$ cat src/rtl/shift_sequencer.sv
// Multi-cycle left shifter: accepts an operand and shift amount, shifts by two
// positions per clock (one on the final odd step) and holds the result until taken.
module shift_sequencer #(
    parameter int n  = 32,
    parameter int sw = 5
) (
    input  logic          clk,
    input  logic          reset,
    input  logic          in_valid,
    output logic          in_ready,
    input  logic [n-1:0]  din,
    input  logic [sw-1:0] shamt,
    output logic          out_valid,
    input  logic          out_ready,
    output logic [n-1:0]  dout,
    output logic          busy
);

    // Handshakes: a transfer occurs on a rising edge where valid and ready are both
    // high; valid and its payload stay put until that edge, and ready never depends on valid.
    typedef enum logic [1:0] {
        IDLE  = 2'd0,
        SHIFT = 2'd1,
        DONE  = 2'd2
    } state_t;

    state_t        state;
    state_t        state_next;
    logic [n-1:0]  data_q;
    logic [n-1:0]  data_d;
    logic [sw-1:0] count_q;
    logic [sw-1:0] count_d;

    always_ff @(posedge clk or posedge reset) begin
        if (reset) begin
            state   <= IDLE;
            data_q  <= '0;
            count_q <= '0;
        end else begin
            state   <= state_next;
            data_q  <= data_d;
            count_q <= count_d;
        end
    end

    always_comb begin
        state_next = state;
        data_d     = data_q;
        count_d    = count_q;
        case (state)
            IDLE: begin
                if (in_valid) begin
                    data_d     = din;
                    count_d    = shamt;
                    state_next = (shamt != '0) ? SHIFT : DONE;
                end
            end
            SHIFT: begin
                // Comparing against 1 rather than 2 keeps the test correct when sw is 1.
                if (count_q > sw'(1)) begin
                    data_d  = data_q << 2;
                    count_d = count_q - sw'(2);
                end else begin
                    data_d  = data_q << 1;
                    count_d = '0;
                end
                if (count_d == '0) begin
                    state_next = DONE;
                end
            end
            DONE: begin
                if (out_ready) begin
                    state_next = IDLE;
                end
            end
            default: begin
                state_next = IDLE;
            end
        endcase
    end

    always_comb begin
        in_ready  = (state == IDLE);
        busy      = (state == SHIFT);
        out_valid = (state == DONE);
        dout      = data_q;
    end

endmodule

$ cat config.mk
export PLATFORM = sky130hd
export DESIGN_NAME = shift_sequencer
export DESIGN_NICKNAME = d
export VERILOG_FILES = /design/src/rtl/shift_sequencer.sv
export SDC_FILE = /design/constraint.sdc
export NUM_CORES = 1
export LEC_CHECK = 0
export ABC_AREA = 1
export CELL_PAD_IN_SITES_DETAIL_PLACEMENT = 1
export CELL_PAD_IN_SITES_GLOBAL_PLACEMENT = 2
export CORE_MARGIN = 5
export CORE_UTILIZATION = 29
export CTS_CLUSTER_SIZE = 25
export DETAILED_ROUTE_END_ITERATION = 7
export PLACE_DENSITY = 0.85
export SLEW_MARGIN = 0
export SYNTH_ARGS = -nofsm -noshare
export SYNTH_HDL_FRONTEND = slang
export SYNTH_SLANG_ARGS = --single-unit
$ cat constraint.sdc
create_clock -name clk -period 2.2 [get_ports clk]
set_input_delay 0.55 -clock clk [delete_from_list [all_inputs] [get_ports clk]]
set_output_delay 0.55 -clock clk [all_outputs]
set_load 0.1 [all_outputs]
Yosys cells after proc, flatten, opt, wreduce, memory -nomap -nowiden
Cells that the tools add are included.
Word-level totals
  register bits after elaboration: 39
  output and inout bits: 35
  input port bits: 41
Operators by class
  muxes and demuxes: 12
  eq/ne operators: 5
  reduce and logical (&&, ||, !) cells: 6
  $lt $le $gt $ge: 1
  add/sub/neg operators: 1
Operators by type and width (number)
  $mux W32: 2
  $pmux W32 S2: 1
  $mux W5: 3
  $pmux W5 S2: 1
  $mux W2: 4
  $pmux W2 S3: 1
  $gt A5 B1 Y1 const B: 1
  $logic_not A5 Y1: 1
  $reduce_bool A5 Y1: 1
  $sub A5 B2 Y5 const B: 1
  $ne A2 B1 Y1 const B: 2
  $reduce_and A3 Y1: 1
  $eq A2 B1 Y1 const B: 1
  $eq A2 B2 Y1 const B: 1
  $logic_not A2 Y1: 1
  $ne A2 B2 Y1 const B: 1
  $reduce_and A2 Y1: 1
  $reduce_bool A2 Y1: 1

Logic depth before layout (Yosys ltp)
  depth after elaboration: 6
  gate-level depth with buffers: 11

Worst setup path before layout
Ideal clock, no wire load.
  kind: register to register
  start: reg state[1]
  end: reg state[1]
  period minus slack after synthesis: 2.464 ns
  arrival time: 2.344 ns
  data required time: 2.079 ns
  buffers on the path: 0
  slack: -0.264 ns
  stages on the path, launching flop included: 10
  cells stage by stage: dfrtp_1 -> inv_1 -> nor2_1 -> nand2_1 -> o31ai_1 -> inv_1 -> nand2_1 -> inv_1 -> nand3_1 -> nand2_1
Between the ends
  cells in the longest elaborated chain, start to end: 3
  elaborated cells on any way between the ends: 8
  those cells by class: 5 x eq/ne; 1 x mux; 2 x reduce/logical
RTL lines
  start, declared: line 27  | state_t state;
  start signal, assigned: line 40  | state <= state_next;
  $eq A2 B2 Y1 (*)
  net out_valid: line 13  | output logic out_valid,
  $ne A2 B1 Y1 (no source line)
  $reduce_and A3 Y1 (no source line)
The timed path passes the listed nets; every way through them passes the cells marked *.
A chain may end at the register's enable or synchronous reset.

Final worst setup path
  start: reg count_q[1]
  end: reg data_q[31], in the netlist dout[31]
Between the ends
  cells in the longest elaborated chain, start to end: 3
RTL lines
  start, declared: line 31  | logic [sw-1:0] count_q;
  start signal, assigned: line 42  | count_q <= count_d;
  $gt A5 B1 Y1: line 60  | if (count_q > sw'(1)) begin
  $mux W32: line 60
  $pmux W32 S2: line 50  | case (state)
  end signal, assigned: line 41  | data_q <= data_d;
  end, declared: line 29  | logic [n-1:0] data_q;
No other way between the ends.

==> PnR_summary.wiki <==
{| class="wikitable"
! Metric !! Value
|-
| Status || completed
|-
| GP Congestion || ~0.77
|-
| CTS H-tree depth || 2
|-
| Total number of vias || ~2300
|-
| Clock Tree Buf Depth || 2
|-
| CTS Buf Count || 5
|-
| DIE AREA || ~10000 um2
|-
| Crit path buf inv count || 2
|-
| Yosys warns || 0
|-
| CP Max Fanout || 33
|-
| Post-Route WL || ~7500 um
|-
| Sinks on Clock Net || 39
|-
| Area after detailed placement || 3230 um2
|-
| Share of post-route cells with drive strength above 1 || approximately a quarter
|-
| Half-perimeter wire length after detailed placement || about 5300 um
|-
| Reg2Reg Depth || 8
|-
| Worst-path cell with the longest stage delay || dfrtp_1
|-
| Floorplan Core Area || ~8300 um2
|-
| Fin nets || 397
|-
| Class of the tightest hold or removal check || in2async
|-
| Number of buffers added on ports || 75
|-
| Synthesized Nets || 326
|-
| Minimum setup slack among reg-to-reg paths || 0.23 ns
|-
| Number of distinct library cells after synthesis || 29
|-
| Time the worst path needs with I/O delays and setup || 1.97 ns
|-
| Area added between synthesis and finish || 34.3%
|-
| Io pins || 76
|-
| Initial antenna violation count || 0
|-
| Number of gates resized after CTS || 0
|-
| Synthesized area divided by synthesized cell count || 8.73 um2
|-
| Max-cap violations || 0
|-
| Max incr delay on CP || approximately 0.40 ns
|-
| First-pass detailed-route iteration total || 4
|-
| Count of endpoints failing hold in the final timing report || 0
|-
| Global-route total usage across every layer || 14.7%
|-
| Timing endpoint of the critical path || dout[31]$_DFFE_PP0P_
|-
| RR Startpoint || count_q[1]$_DFFE_PP0P_
|-
| CTS clk-pin slew, worst paths || 0.09 ns
|-
| Worst path cell trace || inv_1 -> ha_1 -> nand3_2 -> nand2_4 -> buf_4 -> a21oi_1 -> o21ai_1 -> a2bb2oi_1
|-
| Post-route standard cell area excluding fillers || ~3300 um2
|-
| Arrival time reported for the critical path endpoint || around 2.2 ns
|-
| Setup repair after global routing missed its margin || false
|-
| Critical path endpoint category || flip-flop
|-
| Fill cell total of the finished layout || 988
|-
| Die extent in x || between 100 and 150 um
|-
| Worst Path Required || between 2 and 2.5 ns
|-
| Transition time of the tightest slew-check pin || about 0.53 ns
|-
| Synth Register Bits || 39
|-
| Vias in the first global route || between 2000 and 2500
|-
| Kind of launch point of the worst setup path || flip-flop
|-
| Total Negative Setup Slacks || 0 ns
|-
| Post-synthesis sequential area ratio || 39.5%
|-
| Latest clock arrival within the worst-skew pair || ~0.30 ns
|-
| TritonCTS clock tree || done
|-
| Final count of pins violating max slew || 0
|-
| Number of DRC markers after the initial detailed-route iteration || 60
|-
| Highest attainable clock frequency || 0.507 GHz
|-
| Period utilisation layout || 89.7%
|-
| Row Count || 33
|-
| Residual overflow from global routing || 0
|-
| Maximum clock skew at final layout || roughly 0.01 ns
|-
| CP Class || reg2reg
|-
| Vias per inst || around 4.9
|-
| First-pass GRT wire length || about 12000 um
|-
| Worst setup path startpoint || count_q[1]$_DFFE_PP0P_
|-
| Ant diodes || 0
|-
| Die Ht || between 100 and 150 um
|-
| Count of antenna-violating nets left after detailed routing || 0
|-
| Number of stages on the worst setup path || 8
|-
| Destination of the worst register-to-register timing path || dout[31]$_DFFE_PP0P_
|-
| Post-CTS setup-driven buffer insertion count || 0
|-
| Post-Syn Instances || between 200 and 300
|-
| Routed wire per std cell || between 15 and 20 um
|-
| Count of unresolved DRC violations after routing || 0
|-
| Hold buffers post-CTS || 0
|-
| Clk Tree Root Cell || clkbuf_8
|-
| Largest net degree at the start of global routing || 35
|-
| Hold slack final || about 0.57 ns
|-
| Family with the most delay on the worst path || buffers and inverters
|-
| Worst slew margin || 64.8%
|-
| Initial Utilization || about 30%
|-
| Post-route core utilization || approximately two fifths
|-
| Total setup violations reported at the end of the flow || 0
|-
| Netlist area before placement || 2470 um2
|}
[worst min path at each step]
| stage | endpoint | slack, ns | depth (start not counted) | start |
|---|---|---|---|---|
| 2_1_floorplan | count_q[3]$_DFFE_PP0P_ | 0.51 | 2 | count_q[3]$_DFFE_PP0P_ |
| 3_3_place_gp | dout[0]$_DFFE_PP0P_ | 0.55 | 1 | dout[0]$_DFFE_PP0P_ |
| 3_5_place_dp | dout[0]$_DFFE_PP0P_ | 0.55 | 1 | dout[0]$_DFFE_PP0P_ |
| 4_1_cts | dout[0]$_DFFE_PP0P_ | 0.57 | 1 | dout[0]$_DFFE_PP0P_ |
| 5_1_grt | dout[6]$_DFFE_PP0P_ | 0.59 | 2 | reset |
| 6_report | dout[6]$_DFFE_PP0P_ | 0.57 | 2 | reset |
[sequential cells by signal, summed over array words and instances, names as in the netlist]
| signal | flops |
|---|---|
| count_q | 5 |
| dout | 32 |
| state | 2 |
[through the flow]
| step | worst slack [ns] | instances |
|---|---|---|
| detailed placement | 0.186 | 452 |
| finish | 0.227 | 460 |
| CTS | 0.197 | 460 |
| floorplan | 0.237 | 283 |
| global route | 0.0356 | 460 |
| global placement | 0.193 | 452 |
[area by class of cell]
class	count	area, um2	share of cell area, %
Clock buffer	5	68.8	2.07
Sequential cell	39	976	29.4
Timing Repair Buffer	83	761	22.9
Clock inverter	3	20.0	0.603
Tap cell	105	131	3.96
Multi-Input combinational cell	180	1190	35.8
Inverter	45	174	5.24
[Yosys cell counts (all sizes together)]
cell,count,area (um2)
buf,19,135
nor3,1,5.00
a22oi,31,378
a32o,1,10.0
o21bai,1,7.51
nand3,10,60.1
inv,45,174
o211ai,4,30.0
xor2,1,8.76
ha,2,25.0
o31ai,1,7.51
a2bb2oi,1,8.76
o21ai,67,335
nor2,7,41.3
a21oi,32,160
nand2,20,101
dfrtp,39,976
nand4,1,6.26
[placed cells by master (no fill, tap or decap), types with 4 or more instances in the layout]
cell	instances
inv_1	40
nand2_1	17
a22oi_2	29
buf_4	40
o21ai_0	37
a21oi_1	32
o211ai_1	4
nand3_1	8
o21ai_1	30
clkdlybuf4s50_1	40
dfrtp_1	39
nor2_1	4
clkbuf_8	5
[cells by family (layout without fill, tap and decap cells)]
logic type               count (synthesis)  count (layout)  share of synthesized area, %
flip-flops                              39              39                          39.5
AND/OR/NAND/NOR                         39              39                          8.66
buffers and inverters                   64             136                          12.5
adder cells (fa/ha/maj)                  2               2                          1.01
XOR/XNOR                                 1               1                         0.355
AO/OA/AOI/OAI                          138             138                          37.9
[metal layers]
layer  GRT usage [%]  part of all wire [%]  up-vias
li1                -                     -     1132
met2            24.6                    48       48
met5               0                     0        -
met3            2.59                   3.7        5
met4            3.94                   1.1        0
met1            19.5                    47     1078
Power is not shown: default switching activity piles up to over one toggle a cycle in this logic, so the estimate is an artifact.
